### src/rtl/uart_defs.sv
// Shared definitions for the UART transmitter arbiter: FSM states, default
// busy timeout and requester index assignments.
`default_nettype none

package uart_defs;

    typedef enum logic [1:0] {
        ARB_IDLE      = 2'd0,
        ARB_WAIT_BUSY = 2'd1,
        ARB_WAIT_DONE = 2'd2
    } arb_state_t;

    localparam int BUSY_TIMEOUT_DEFAULT = 64;

    localparam int REQ_GOLD = 0;
    localparam int REQ_TIME = 1;
    localparam int REQ_CMD  = 2;

endpackage

`default_nettype wire

### src/rtl/uart_tx_arbiter_if.sv
// Requester byte handshake plus the transmitter en/data/rdy link.
`default_nettype none

interface uart_tx_arbiter_if #(
    parameter int NUM_REQ = 3
);
    logic [NUM_REQ-1:0]   req_valid;
    logic [8*NUM_REQ-1:0] req_data;
    logic [NUM_REQ-1:0]   req_last;
    logic [NUM_REQ-1:0]   req_ready;
    logic                 tx_en;
    logic [7:0]           tx_data;
    logic                 tx_rdy;

    modport master (
        output req_valid, req_data, req_last, tx_rdy,
        input  req_ready, tx_en, tx_data
    );

    modport slave (
        input  req_valid, req_data, req_last, tx_rdy,
        output req_ready, tx_en, tx_data
    );
endinterface

`default_nettype wire

### src/rtl/rr_pick.sv
// Combinational round-robin picker: first eligible index after the pointer,
// wrapping. Pointer tied to NUM_REQ-1 gives lowest-index-first priority.
`default_nettype none

module rr_pick #(
    parameter int NUM_REQ = 3,
    parameter int PTR_W   = (NUM_REQ > 1) ? $clog2(NUM_REQ) : 1
) (
    input  logic [NUM_REQ-1:0] eligible,
    input  logic [PTR_W-1:0]   pointer,
    output logic [PTR_W-1:0]   winner,
    output logic               found
);

    logic [PTR_W-1:0] w_idx;

    // Walk from the farthest candidate to the nearest so the nearest wins.
    always_comb begin
        winner = '0;
        found  = 1'b0;
        w_idx  = '0;
        for (int k = NUM_REQ; k >= 1; k--) begin
            w_idx = PTR_W'((int'(pointer) + k) % NUM_REQ);
            if (eligible[w_idx]) begin
                winner = w_idx;
                found  = 1'b1;
            end
        end
    end

endmodule

`default_nettype wire

### src/rtl/uart_tx_arbiter.sv
// ============================================================================
// Module      : uart_tx_arbiter
// Description : Shares one UART transmitter between NUM_REQ byte producers,
//               with per-requester message lock and busy-timeout recovery.
//               Define TXARB_FIXED_PRIO_EN for fixed (lowest index) priority.
// Revision    : 1.0 - initial release
// ============================================================================
`default_nettype none

module uart_tx_arbiter
    import uart_defs::*;
#(
    parameter int NUM_REQ      = 3,
    parameter int BUSY_TIMEOUT = BUSY_TIMEOUT_DEFAULT,
    parameter int CNT_W        = 8
) (
    input  logic                clk,
    input  logic                rst_n,
    uart_tx_arbiter_if.slave    bus,
    output logic [NUM_REQ-1:0]  grant,
    output logic                busy,
    output logic                err_timeout
);

    localparam int               PTR_W         = (NUM_REQ > 1) ? $clog2(NUM_REQ) : 1;
    localparam logic [PTR_W-1:0] C_LAST_IDX    = PTR_W'(NUM_REQ - 1);
    localparam logic [CNT_W-1:0] C_TIMEOUT_MAX = CNT_W'(BUSY_TIMEOUT - 1);

    arb_state_t         r_state, w_state_nxt;
    logic [NUM_REQ-1:0] r_ready, w_ready_nxt;
    logic [NUM_REQ-1:0] r_grant, w_grant_nxt;
    logic               r_tx_en, w_tx_en_nxt;
    logic [7:0]         r_tx_data, w_tx_data_nxt;
    logic               r_lock, w_lock_nxt;
    logic               r_err, w_err_nxt;
    logic               r_busy;
    logic [CNT_W-1:0]   r_cnt, w_cnt_nxt;
    logic [NUM_REQ-1:0] w_eligible;
    logic [PTR_W-1:0]   w_ptr;
    logic [PTR_W-1:0]   w_winner;
    logic               w_found;

    // While locked the current grant is the holder; nobody else may compete.
    assign w_eligible = r_lock ? (bus.req_valid & r_grant) : bus.req_valid;

`ifdef TXARB_FIXED_PRIO_EN
    assign w_ptr = C_LAST_IDX;
`else
    logic [PTR_W-1:0] r_ptr;

    always_ff @(posedge clk) begin
        if (!rst_n) begin
            r_ptr <= C_LAST_IDX;
        end else if (w_tx_en_nxt) begin
            r_ptr <= w_winner;
        end
    end

    assign w_ptr = r_ptr;
`endif

    rr_pick #(
        .NUM_REQ (NUM_REQ),
        .PTR_W   (PTR_W)
    ) u_pick (
        .eligible (w_eligible),
        .pointer  (w_ptr),
        .winner   (w_winner),
        .found    (w_found)
    );

    always_comb begin
        w_state_nxt   = r_state;
        w_ready_nxt   = '0;
        w_tx_en_nxt   = 1'b0;
        w_tx_data_nxt = r_tx_data;
        w_grant_nxt   = r_grant;
        w_lock_nxt    = r_lock;
        w_err_nxt     = 1'b0;
        w_cnt_nxt     = r_cnt;
        case (r_state)
            ARB_IDLE: begin
                if (bus.tx_rdy && w_found) begin
                    w_ready_nxt[w_winner] = 1'b1;
                    w_grant_nxt           = '0;
                    w_grant_nxt[w_winner] = 1'b1;
                    w_tx_data_nxt         = bus.req_data[{w_winner, 3'b000} +: 8];
                    w_tx_en_nxt           = 1'b1;
                    w_lock_nxt            = ~bus.req_last[w_winner];
                    w_cnt_nxt             = '0;
                    w_state_nxt           = ARB_WAIT_BUSY;
                end
            end
            ARB_WAIT_BUSY: begin
                if (!bus.tx_rdy) begin
                    w_cnt_nxt   = '0;
                    w_state_nxt = ARB_WAIT_DONE;
                end else if (r_cnt == C_TIMEOUT_MAX) begin
                    // Transmitter never took the byte: drop it and free the link.
                    w_err_nxt   = 1'b1;
                    w_lock_nxt  = 1'b0;
                    w_grant_nxt = '0;
                    w_cnt_nxt   = '0;
                    w_state_nxt = ARB_IDLE;
                end else begin
                    w_cnt_nxt = r_cnt + CNT_W'(1);
                end
            end
            ARB_WAIT_DONE: begin
                if (bus.tx_rdy) begin
                    w_state_nxt = ARB_IDLE;
                    if (!r_lock) begin
                        w_grant_nxt = '0;
                    end
                end
            end
            default: begin
                w_state_nxt = ARB_IDLE;
            end
        endcase
    end

    always_ff @(posedge clk) begin
        if (!rst_n) begin
            r_state   <= ARB_IDLE;
            r_ready   <= '0;
            r_tx_en   <= 1'b0;
            r_tx_data <= 8'h00;
            r_grant   <= '0;
            r_lock    <= 1'b0;
            r_err     <= 1'b0;
            r_busy    <= 1'b0;
            r_cnt     <= '0;
        end else begin
            r_state   <= w_state_nxt;
            r_ready   <= w_ready_nxt;
            r_tx_en   <= w_tx_en_nxt;
            r_tx_data <= w_tx_data_nxt;
            r_grant   <= w_grant_nxt;
            r_lock    <= w_lock_nxt;
            r_err     <= w_err_nxt;
            r_busy    <= (w_state_nxt != ARB_IDLE) || w_lock_nxt;
            r_cnt     <= w_cnt_nxt;
        end
    end

    assign bus.req_ready = r_ready;
    assign bus.tx_en     = r_tx_en;
    assign bus.tx_data   = r_tx_data;
    assign grant         = r_grant;
    assign busy          = r_busy;
    assign err_timeout   = r_err;

endmodule

`default_nettype wire

### src/flat_wrapper.sv
// flat-port wrapper written by rule: the top's interface ports become plain ports
module uart_tx_arbiter_flat import uart_defs::*;
#(
    parameter int NUM_REQ      = 3,
    parameter int BUSY_TIMEOUT = BUSY_TIMEOUT_DEFAULT,
    parameter int CNT_W        = 8
)
  (clk, rst_n, grant, busy, err_timeout, bus_req_valid, bus_req_data, bus_req_last, bus_tx_rdy, bus_req_ready, bus_tx_en, bus_tx_data);
  uart_tx_arbiter_if #(.NUM_REQ(NUM_REQ)) bus_i ();
  input  logic clk;
  input  logic rst_n;
  output logic [NUM_REQ-1:0] grant;
  output logic busy;
  output logic err_timeout;
  input wire logic [$bits(bus_i.req_valid)-1:0] bus_req_valid;
  input wire logic [$bits(bus_i.req_data)-1:0] bus_req_data;
  input wire logic [$bits(bus_i.req_last)-1:0] bus_req_last;
  input wire logic [$bits(bus_i.tx_rdy)-1:0] bus_tx_rdy;
  output wire logic [$bits(bus_i.req_ready)-1:0] bus_req_ready;
  output wire logic [$bits(bus_i.tx_en)-1:0] bus_tx_en;
  output wire logic [$bits(bus_i.tx_data)-1:0] bus_tx_data;
  assign bus_i.req_valid = bus_req_valid;
  assign bus_i.req_data = bus_req_data;
  assign bus_i.req_last = bus_req_last;
  assign bus_i.tx_rdy = bus_tx_rdy;
  assign bus_req_ready = bus_i.req_ready;
  assign bus_tx_en = bus_i.tx_en;
  assign bus_tx_data = bus_i.tx_data;
  uart_tx_arbiter #(.NUM_REQ(NUM_REQ), .BUSY_TIMEOUT(BUSY_TIMEOUT), .CNT_W(CNT_W)) u_core (.clk(clk), .rst_n(rst_n), .bus(bus_i), .grant(grant), .busy(busy), .err_timeout(err_timeout));
endmodule
### config.mk
export PLATFORM = sky130hd
export DESIGN_NAME = uart_tx_arbiter_flat
export DESIGN_NICKNAME = d
export VERILOG_FILES = /design/src/rtl/uart_defs.sv /design/src/rtl/uart_tx_arbiter_if.sv /design/src/rtl/rr_pick.sv /design/src/rtl/uart_tx_arbiter.sv /design/src/flat_wrapper.sv
export SDC_FILE = /design/constraint.sdc
export NUM_CORES = 1
export LEC_CHECK = 0
export ABC_AREA = 1
export CORE_MARGIN = 5
export CORE_UTILIZATION = 35
export CTS_CLUSTER_DIAMETER = 30
export CTS_CLUSTER_SIZE = 24
export DETAILED_ROUTE_END_ITERATION = 8
export GPL_ROUTABILITY_DRIVEN = 1
export PLACE_DENSITY = 0.71
export SYNTH_ARGS = -nofsm -noshare
export SYNTH_HDL_FRONTEND = slang
export SYNTH_SLANG_ARGS = --single-unit
export TNS_END_PERCENT = 100
### constraint.sdc
create_clock -name clk -period 2.21 [get_ports clk]
set_input_delay 0.3315 -clock clk [delete_from_list [all_inputs] [get_ports clk]]
set_output_delay 0.3315 -clock clk [all_outputs]
set_load 0.02 [all_outputs]
==> metrics.md, run 1 <==
| Metric | Value |
|---|---|
| Netlist cell types | `26` |
| Met3 Use GR | `6.69%` |
| Die Span Y | `79.1 um` |
| Syn Area/Cell | `6.85 um2` |
| Synth area leaders | `dfxtp_1 36%, nand2_1 14%, inv_1 6.3%` |
| Critical Path Start Type | `flip-flop` |
| Slew Viols, Final | `0` |
| Starting DRT DRC Count | `85` |
| Overflow after GRT | `0` |
| Fin area | `0.00238 mm2` |
| Placed insts | `345` |
| Crit-path max cell delay | `0.33 ns` |
| Final std cells w/o fill | `356` |
| Die area | `0.00626 mm2` |
| Max rail drop VDD | `0.000619 V` |
| CTS buffer count | `5` |
| Pre-CTS WS | `0.0684 ns` |
| Share of cells above drive strength 1 | `10.9%` |
| Required time of the critical path | `2.42 ns` |
| Clk_skew | `0.00454 ns` |
| Most frequent cell after synthesis | `nand2_1` |
| Slowest-stage cell, CP | `dfxtp_1` |
| Initial core utilization | `35.6%` |
| FMAX | `495 MHz` |
| Syn Nets | `284` |
| CP arrival | `2.23 ns` |
| Grt met1 use | `16.5%` |
| Placed cell area | `0.00222 mm2` |
| CP max FO | `8` |
| Hold Crit Class | `flip-flop to flip-flop` |
| Core area | `0.00469 mm2` |
| Drt pass-1 iters | `4` |
| Endpoints failing setup | `0` |
| Vias | `1746` |
| Mapped Cells | `244` |
| Total of max-cap violations | `0` |
| CTS tree | `yes` |
| Worst setup margin | `0.189 ns` |
| Root buffer cell | `clkbuf_8` |
| Sequential cell area | `601 um2` |
| Row cnt | `25` |
| Worst hold slack | `0.476 ns` |
| Post-Route WL | `4.27 mm` |
| Synth-to-Final Area Change | `42.4%` |
| Area leader, netlist | `dfxtp_1` |
| Final Total Pwr | `3.21 mW` |
| Ys Warns | `0` |
| Reg clk slew, reported paths | `0.06 ns` |
| EDFF count, synth | `0` |
| Ant diodes | `0` |
| Setup TNS | `0 ns` |
| Synth top area share | `35.9%` |
| GPL Wtd Cong | `0.897` |
| P_leak | `1.04 nW` |
| Crit. End Element | `flip-flop` |
| WL per Instance | `12.0 um` |
| Final Hold Viols | `0` |
| Synth Flop Type | `dfxtp_1` |
| Slew margin rel. | `81.5%` |
| Avg Vias per Cell | `4.90` |
| Final min period | `2.02 ns` |
| Worst-margin pin slew | `0.276 ns` |
| Crit-path cells | `inv_1 -> ha_4 -> inv_1 -> nand2_1 -> nor2_1 -> inv_1 -> nand3_1 -> nand3_2 -> nand2_2 -> nand2_2 -> inv_2 -> nand2_1 -> a31oi_1` |
| Initial antenna violation count | `0` |
| DRC violations left | `0` |
| Die width | `79.1 um` |
| H-tree Lvls | `2` |
| Worst-skew pair later-pin latency | `0.28 ns` |
| Most Used Layer, Global Route | `met2` |
| First-pass GRT wire length | `7.06 mm` |
| Area of the multi-input gates | `938 um2` |
| Hpwl dp | `3.35 mm` |
| Grt met2 use | `22.2%` |
| IO Port Bufs | `49` |
| Clock sinks | `30` |
| Vias in the first global route | `1626` |
| Synth async-reset ratio | `0%` |
| Crit path kind | `flip-flop to flip-flop` |
| Sequential fraction of the synthesis area | `35.9%` |
| Synthesized area | `0.00167 mm2` |
| Layout Nets | `341` |
| Global Route Usage Sum | `14.2%` |
| RSZ-0062 raised after global routing | `no` |
| Top cells by count, synth | `62 x nand2_1, 30 x dfxtp_1, 28 x inv_1` |
| Clock buffer depth | `2` |
| I/O pin total | `50` |
| Power density cells | `1350 mW/mm2` |
| Cell mode on critical path | `inv_1` |
| Pin count of the biggest net entering global routing | `15` |
| Outcome | `completed` |
| Yosys reg bits | `30` |
| Final Core Density | `50.7%` |
| Final period utilization | `91.5%` |
| Layout fillers | `472` |
| Final ANT Viol Nets | `0` |
[cells by family (layout without fill, tap and decap cells)]
| kind of cell | Yosys count | count (layout) | synth area share, % |
|---|---|---|---|
| simple gates | 119 | 119 | 32.5 |
| compound gates | 48 | 48 | 16.1 |
| buf+inv | 38 | 96 | 9.21 |
| flops | 30 | 30 | 35.9 |
| fa+ha+maj | 7 | 7 | 5.24 |
| xor+xnor | 2 | 2 | 1.05 |
[layer usage]
layer,vias up,share of wire (%)
met5,-,0
met4,0,2.5
met3,10,9.5
met2,67,44
met1,760,44
li1,909,-
[state kept, by name (all words and copies together) (netlist names)]
signal	count
u_core.r_state	2
u_core.bus.tx_data	8
u_core.grant	3
u_core.r_ptr	2
u_core.r_lock	1
u_core.bus.req_ready	3
u_core.bus.tx_en	1
u_core.err_timeout	1
u_core.busy	1
u_core.r_cnt	8
[power breakdown]
part / switching [mW] / leakage [nW] / internal, mW
clock network: 0.202 / 0.0575 / 0.314
logic: 1.18 / 0.735 / 0.730
registers: 0.0838 / 0.246 / 0.692
[placed cells by master, fill, tap and decap left out, types with 4 or more instances in the layout]
| master | synthesis | routed |
|---|---|---|
| nand2_1 | 62 | 62 |
| clkdlybuf4s50_1 | 0 | 49 |
| dfxtp_1 | 30 | 30 |
| inv_1 | 28 | 27 |
| nor2_1 | 20 | 20 |
| a21oi_1 | 19 | 19 |
| nand3_1 | 16 | 16 |
| o21ai_0 | 16 | 16 |
| a31oi_1 | 9 | 9 |
| clkbuf_8 | 0 | 8 |
| nand2_2 | 6 | 6 |
| nor3_1 | 6 | 6 |
| ha_1 | 7 | 6 |
| buf_4 | 0 | 5 |
| inv_2 | 5 | 4 |
| nand4_1 | 4 | 4 |
[area by class of cell]
| type | instances | area share [%] |
|---|---|---|
| flip-flops and latches | 30 | 25.2 |
| inverters | 34 | 5.68 |
| repair buffers | 54 | 22.2 |
| clock buffers | 8 | 4.63 |
| well taps | 54 | 2.84 |
| multi-input cells | 176 | 39.4 |
[worst max-delay path: cells and delay by family, from the launching register on]
family          cells  cell delay [ns]
compound gates      1             0.14
fa+ha+maj           1             0.18
buf+inv             4             0.49
flops               1             0.33
simple gates        7             0.81
[what timing repair did]
| action | CTS | global route |
|---|---|---|
| setup endpoints to repair | 0 | 19 |
| hold buffers | 0 | 0 |
| gates resized for setup | 0 | 4 |
| endpoints found under the hold margin | 0 | 0 |
| setup buffers | 0 | 3 |
[worst paths after layout]
check / startpoint / to / slack [ns] / depth (start not counted)
min reg2reg: u_core.r_cnt[4]$_SDFFE_PN0P_ / u_core.r_cnt[4]$_SDFFE_PN0P_ / 0.48 / 2
max reg2reg: u_core.r_ptr[0]$_SDFFE_PN0P_ / u_core.bus.tx_data[6]$_SDFFE_PN0P_ / 0.19 / 13
min: u_core.r_cnt[4]$_SDFFE_PN0P_ / u_core.r_cnt[4]$_SDFFE_PN0P_ / 0.48 / 2
max: u_core.r_ptr[0]$_SDFFE_PN0P_ / u_core.bus.tx_data[6]$_SDFFE_PN0P_ / 0.19 / 13
Power figures use the tool's default switching activity.
==> run 2, diff against run 1 <==
Settings changed: ABC_CLOCK_PERIOD_IN_PS set to 2210, CORE_MARGIN 5 to not set.
==> run 2 against run 1 <==
Effect of this change:
- wire length fell by 5.7%
- worst setup slack better by 0.044 ns
- combinational power hardly changed
- global-route usage up 2.3 points
- critical endpoint is now u_core.r_cnt[0]$_SDFFE_PN0P_
- worst hold slack improved by 0.012 ns
- clock skew about the same
- via count decreased by 1.5%
- utilization rose by 2.2 points
==> metrics.md, run 2 (same netlist as run 1, synthesis figures left out) <==
| Metric | Value |
|---|---|
| Outcome | `completed` |
| Initial antenna violation count | `0 (unchanged)` |
| H-tree Lvls | `2 (unchanged)` |
| Pin count of the biggest net entering global routing | `15 (unchanged)` |
| Area of the multi-input gates | `941 um2 (+0.27%)` |
| Layout Nets | `342 (+0.29%)` |
| Avg Vias per Cell | `4.85 (-1.2%)` |
| Worst hold slack | `0.489 ns (+0.0123 ns)` |
| Layout fillers | `439 (-7.0%)` |
| Slew margin rel. | `81.4% (-0.082 points)` |
| Clk_skew | `0.00494 ns (+0.000399 ns)` |
| Final Core Density | `52.9% (+2.2 points)` |
| Final period utilization | `89.5% (-2.0 points)` |
| Power density cells | `1340 mW/mm2 (-0.81%)` |
| CTS tree | `yes` |
| GPL Wtd Cong | `0.859 (-4.2%)` |
| Reg clk slew, reported paths | `0.06 ns (about the same)` |
| CTS Hold Buffers Added | `0 (unchanged)` |
| Sequential cell area | `601 um2 (unchanged)` |
| P_leak | `1.03 nW (-0.33%)` |
| Vias | `1720 (-1.5%)` |
| Drt pass-1 iters | `4 (unchanged)` |
| Total of max-cap violations | `0 (unchanged)` |
| CP max FO | `12 (+4)` |
| Required time of the critical path | `2.43 ns (about the same)` |
| Worst setup margin | `0.233 ns (+0.0440 ns)` |
| First-pass GRT wire length | `6.35 mm (-10%)` |
| Critical Path Start Type | `flip-flop` |
| Synth-to-Final Area Change | `41.5%` |
| Final Total Pwr | `3.16 mW (-1.4%)` |
| Placed cell area | `0.00222 mm2 (-0.11%)` |
| WL per Instance | `11.4 um (-5.4%)` |
| Hpwl dp | `3.11 mm (-7.2%)` |
| IO Port Bufs | `49 (unchanged)` |
| Pre-CTS WS | `0.110 ns (+0.0418 ns)` |
| Vias in the first global route | `1494 (-8.1%)` |
| Most frequent cells in the layout | `62 x nand2_1, 49 x clkdlybuf4s50_1, 30 x dfxtp_1` |
| Final std cells w/o fill | `355 (-0.28%)` |
| Final min period | `1.98 ns (-0.0440 ns)` |
| Endpoints failing setup | `0 (unchanged)` |
| DRC violations left | `0 (unchanged)` |
| Max rail drop VDD | `0.000479 V (-23%)` |
| Clock sinks | `30 (unchanged)` |
| Final Hold Viols | `0 (unchanged)` |
| Core area | `0.00447 mm2 (-4.6%)` |
| Commonest non-fill, non-tap cell in the layout | `nand2_1` |
| RSZ-0062 raised after global routing | `no` |
| CTS buffer count | `5 (unchanged)` |
| Overflow after GRT | `0 (unchanged)` |
| Clock buffer depth | `2 (unchanged)` |
| Worst-skew pair later-pin latency | `0.28 ns (about the same)` |
| Initial core utilization | `37.4% (+1.7 points)` |
| Crit path kind | `flip-flop to flip-flop` |
| Setup TNS | `0 ns (unchanged)` |
| Crit. End Element | `flip-flop` |
| Die area | `0.00506 mm2 (-19%)` |
| Global Route Usage Sum | `16.5% (+2.3 points)` |
| Die width | `71.1 um (-10%)` |
| Post-Route WL | `4.03 mm (-5.7%)` |
| Starting DRT DRC Count | `100 (+18%)` |
| Die Span Y | `71.1 um (-10%)` |
| FMAX | `506 MHz (+2.2%)` |
| Root buffer cell | `clkbuf_8` |
| Row cnt | `24 (-4.0%)` |
| Ant diodes | `0 (unchanged)` |
| Slew Viols, Final | `0 (unchanged)` |
| Placed insts | `343 (-0.58%)` |
| CP arrival | `2.19 ns (-0.04 ns)` |
| I/O pin total | `50 (unchanged)` |
| Final ANT Viol Nets | `0 (unchanged)` |
| Hold Crit Class | `flip-flop to flip-flop` |
| Fin area | `0.00237 mm2 (-0.58%)` |
| Worst-margin pin slew | `0.278 ns (+0.00195 ns)` |
| Share of cells above drive strength 1 | `11.2% (+0.29 points)` |
## run 2: layout make-up
type,count,area share [%]
Inverter,34,5.61
Tap cell,52,2.75
Clock buffer,7,3.65
Multi-Input combinational cell,176,39.8
Clock inverter,1,0.212
Timing Repair Buffer,55,22.6
Sequential cell,30,25.4
## run 2: critical path: stages, from the launching register on
cell and delay, ns:
dfxtp_1 0.33, inv_1 0.08, ha_4 0.26, inv_2 0.09
nand3_1 0.08, nand2_1 0.07, nand2_2 0.06, nand2_2 0.08
clkinv_2 0.09, nand3_4 0.08, nand3_4 0.13, nand2_8 0.15
inv_2 0.07, or2_1 0.21, a21oi_1 0.12
## run 2: routing by layer
metal / vias up / track usage, % / wire [um]
li1: 913 / - / -
met1: 735 / 19.6 / 1860
met2: 65 / 26.0 / 1750
met3: 7 / 7.12 / 350
met4: 0 / 7.33 / 62
met5: - / 0 / 0
## run 2: report_power, final
part	internal, mW	switching (mW)	total [mW]
registers	0.692	0.0857	0.778
clock network	0.251	0.202	0.453
logic	0.752	1.18	1.93
## run 2: repair_timing
item                                    CTS  global route
setup buffers                             0             4
endpoints found under the setup margin    0            13
resized for setup                         0             5
## run 2: path summary, 6_finish.rpt
kind	from	to	slack, ns	cells after the start
hold reg to reg	u_core.r_cnt[4]$_SDFFE_PN0P_	u_core.r_cnt[4]$_SDFFE_PN0P_	0.49	2
setup / recovery	u_core.r_ptr[0]$_SDFFE_PN0P_	u_core.r_cnt[0]$_SDFFE_PN0P_	0.23	14
setup reg to reg	u_core.r_ptr[0]$_SDFFE_PN0P_	u_core.r_cnt[0]$_SDFFE_PN0P_	0.23	14
hold / removal	u_core.r_cnt[4]$_SDFFE_PN0P_	u_core.r_cnt[4]$_SDFFE_PN0P_	0.49	2
==> run 3, diff against run 2 <==
Settings changed: CORE_UTILIZATION 35 to 47, MAX_ROUTING_LAYER set to met4, PLACE_DENSITY 0.71 to 0.89.
==> run 3 against run 2 <==
Effect of this change:
- die area fell by 25%
- clock-buffer cell count decreased by 1
- register-to-register slack lost 0.08 ns
- clock skew grew 0.0093 ns
- worst setup slack worse by 0.081 ns
- flip-flop and latch count unchanged
- via count increased by 5.9%
- wire length is 9.9% higher
- non-clock buffer count up 2
- global-route usage grew 8.5 points
- critical path depth is 1 higher
- final area increased by 1.7%
==> metrics.md, run 3 (same netlist as run 1, synthesis figures left out) <==
| Metric | Value |
|---|---|
| Critical Path Start Type | `flip-flop` |
| H-tree Lvls | `2 (unchanged)` |
| Endpoints failing setup | `0 (unchanged)` |
| Ant diodes | `0 (unchanged)` |
| GPL Wtd Cong | `0.999 (+16%)` |
| Slowest-stage cell, CP | `dfxtp_1` |
| First-pass GRT wire length | `6.82 mm (+7.4%)` |
| Worst-skew pair later-pin latency | `0.35 ns (+0.07 ns)` |
| Die width | `61.6 um (-13%)` |
| Avg Vias per Cell | `5.18 (+6.8%)` |
| Pin count of the biggest net entering global routing | `15 (unchanged)` |
| Max rail drop VDD | `0.000655 V (+37%)` |
| Final Total Pwr | `3.38 mW (+6.8%)` |
| Clk_skew | `0.0142 ns (+0.00929 ns)` |
| Share of cells above drive strength 1 | `12.7% (+1.5 points)` |
| Reg2reg start | `u_core.r_ptr[0]$_SDFFE_PN0P_` |
| Layout fillers | `279 (-36%)` |
| Slew margin rel. | `82.5% (+1.1 points)` |
| Crit. End Element | `flip-flop` |
| P_leak | `1.06 nW (+2.1%)` |
| Synth-to-Final Area Change | `43.9%` |
| Internal reg-to-reg setup slack | `0.15 ns (-0.08 ns)` |
| CP arrival | `2.34 ns (+0.15 ns)` |
| Hold_sp | `u_core.grant[2]$_SDFFE_PN0P_` |
| Crit-path cells | `inv_1 -> ha_4 -> inv_4 -> nand3_1 -> nand2_1 -> nand2_2 -> nand2_2 -> clkinv_2 -> nand3_4 -> nand3_4 -> nand2_8 -> clkbuf_2 -> a21oi_2 -> inv_2 -> nor3_2` |
| Crit-path max cell delay | `0.34 ns (about the same)` |
| Most frequent cells in the layout | `61 x nand2_1, 49 x clkdlybuf4s50_1, 30 x dfxtp_1` |
| Hold Crit Class | `flip-flop to flip-flop` |
| Initial antenna violation count | `0 (unchanged)` |
| Root buffer cell | `clkbuf_4` |
| Clock sinks | `30 (unchanged)` |
| CP max FO | `6 (-6)` |
| Vias | `1822 (+5.9%)` |
| Final Hold Viols | `0 (unchanged)` |
| DRC violations left | `0 (unchanged)` |
| I/O pin total | `50 (unchanged)` |
| Die Span Y | `61.6 um (-13%)` |
| CTS tree | `yes` |
| Crit path kind | `flip-flop to flip-flop` |
| Die area | `0.00380 mm2 (-25%)` |
| Worst hold path stage count | `2 (unchanged)` |
| Core area | `0.00336 mm2 (-25%)` |
| CTS Hold Buffers Added | `0 (unchanged)` |
| Placed cell area | `0.00221 mm2 (-0.34%)` |
| Final ANT Viol Nets | `0 (unchanged)` |
| Reg clk slew, reported paths | `0.10 ns (+0.04 ns)` |
| Hpwl dp | `3.10 mm (-0.26%)` |
| Global Route Usage Sum | `25.1% (+8.5 points)` |
| Worst Hold End | `u_core.grant[2]$_SDFFE_PN0P_` |
| Outcome | `completed` |
| Worst-margin pin slew | `0.262 ns (-0.0160 ns)` |
| Vias in the first global route | `1668 (+12%)` |
| Setup TNS | `0 ns (unchanged)` |
| Overflow after GRT | `0 (unchanged)` |
| Drt pass-1 iters | `4 (unchanged)` |
| Starting DRT DRC Count | `91 (-9.0%)` |
| Row cnt | `21 (-13%)` |
| FMAX | `486 MHz (-3.9%)` |
| Power density cells | `1400 mW/mm2 (+5.0%)` |
| WL per Instance | `12.6 um (+11%)` |
| IO Port Bufs | `49 (unchanged)` |
| R2R depth | `15 (+1)` |
| R2r endpoint | `u_core.r_cnt[5]$_SDFFE_PN0P_` |
| Required time of the critical path | `2.49 ns (+0.06 ns)` |
| Final period utilization | `93.1% (+3.7 points)` |
| CTS buffer count | `5 (unchanged)` |
| Total of max-cap violations | `0 (unchanged)` |
| Post-Route WL | `4.43 mm (+9.9%)` |
| Fin area | `0.00241 mm2 (+1.7%)` |
| Clock buffer depth | `2 (unchanged)` |
| Final min period | `2.06 ns (+0.0808 ns)` |
| Slew Viols, Final | `0 (unchanged)` |
| Layout Nets | `345 (+0.88%)` |
| Initial core utilization | `49.7% (+12 points)` |
| Commonest non-fill, non-tap cell in the layout | `nand2_1` |
run 3: cell types whose count changed in the layout (fill, tap and decap cells not counted), sizes merged:
cell      change
bufinv        +2
clkinvlp      +1
buf           +1
clkinv        -1
run 3: repair_timing:
item	4_1_cts	5_1_grt
setup endpoints to repair	0	16
buffers inserted	0	6
resized for setup	0	7
run 3: stage by stage:
step | setup WS (ns) | utilization (%) | hold WS (ns) | cells
floorplan | 0.360 | - | 0.437 | 244
global placement | 0.148 | 65.7 | 0.461 | 337
detailed placement | 0.0919 | 65.7 | 0.467 | 337
CTS | 0.107 | 69.0 | 0.483 | 345
global route | -0.00359 | 71.5 | 0.512 | 352
finish | 0.152 | 71.5 | 0.486 | 352
run 3: per-layer routing:
metal,GRT usage [%],vias to the layer above,routed length [um]
met5,-,-,0
met2,39.5,81,2160
met1,30.7,812,1880
li1,-,920,-
met4,6.67,0,65
met3,8.19,9,325
run 3: how the worst max path moves through the flow:
stage                                  from                            to  slack (ns)
2_1_floorplan  u_core.r_ptr[0]$_SDFFE_PN0P_  u_core.r_cnt[6]$_SDFFE_PN0P_        0.36
4_1_cts        u_core.r_ptr[0]$_SDFFE_PN0P_        u_core.busy$_SDFF_PN0_        0.11
5_1_grt        u_core.r_ptr[0]$_SDFFE_PN0P_  u_core.r_cnt[3]$_SDFFE_PN0P_      -0.004
6_report       u_core.r_ptr[0]$_SDFFE_PN0P_  u_core.r_cnt[5]$_SDFFE_PN0P_        0.15
3_5_place_dp               bus_req_valid[1]        u_core.busy$_SDFF_PN0_        0.09
3_3_place_gp               bus_req_valid[1]        u_core.busy$_SDFF_PN0_        0.15
run 3: final cells by class:
cell class / instances / area, um2 / area share, %
Timing Repair inverter: 1 / 5.00 / 0.208
Sequential cell: 30 / 601 / 25.0
Tap cell: 46 / 57.6 / 2.39
Multi-Input combinational cell: 176 / 946 / 39.3
Clock buffer: 6 / 51.3 / 2.13
Inverter: 34 / 138 / 5.72
Clock inverter: 2 / 60.1 / 2.50
Timing Repair Buffer: 57 / 548 / 22.8
run 3: power by group:
group / switching, mW / total (mW) / internal, mW
combinational: 1.23 / 2.01 / 0.778
clock: 0.204 / 0.587 / 0.383
sequential: 0.0902 / 0.781 / 0.691
total: 1.52 / 3.38 / 1.85
run 3: worst max-delay path, delay by kind of cell (launching register included):
kind	cells	cell delay (ns)
adder cells (fa/ha/maj)	1	0.31
AND/OR/NAND/NOR	8	0.71
flip-flops	1	0.34
buffers and inverters	5	0.44
AO/OA/AOI/OAI	1	0.18
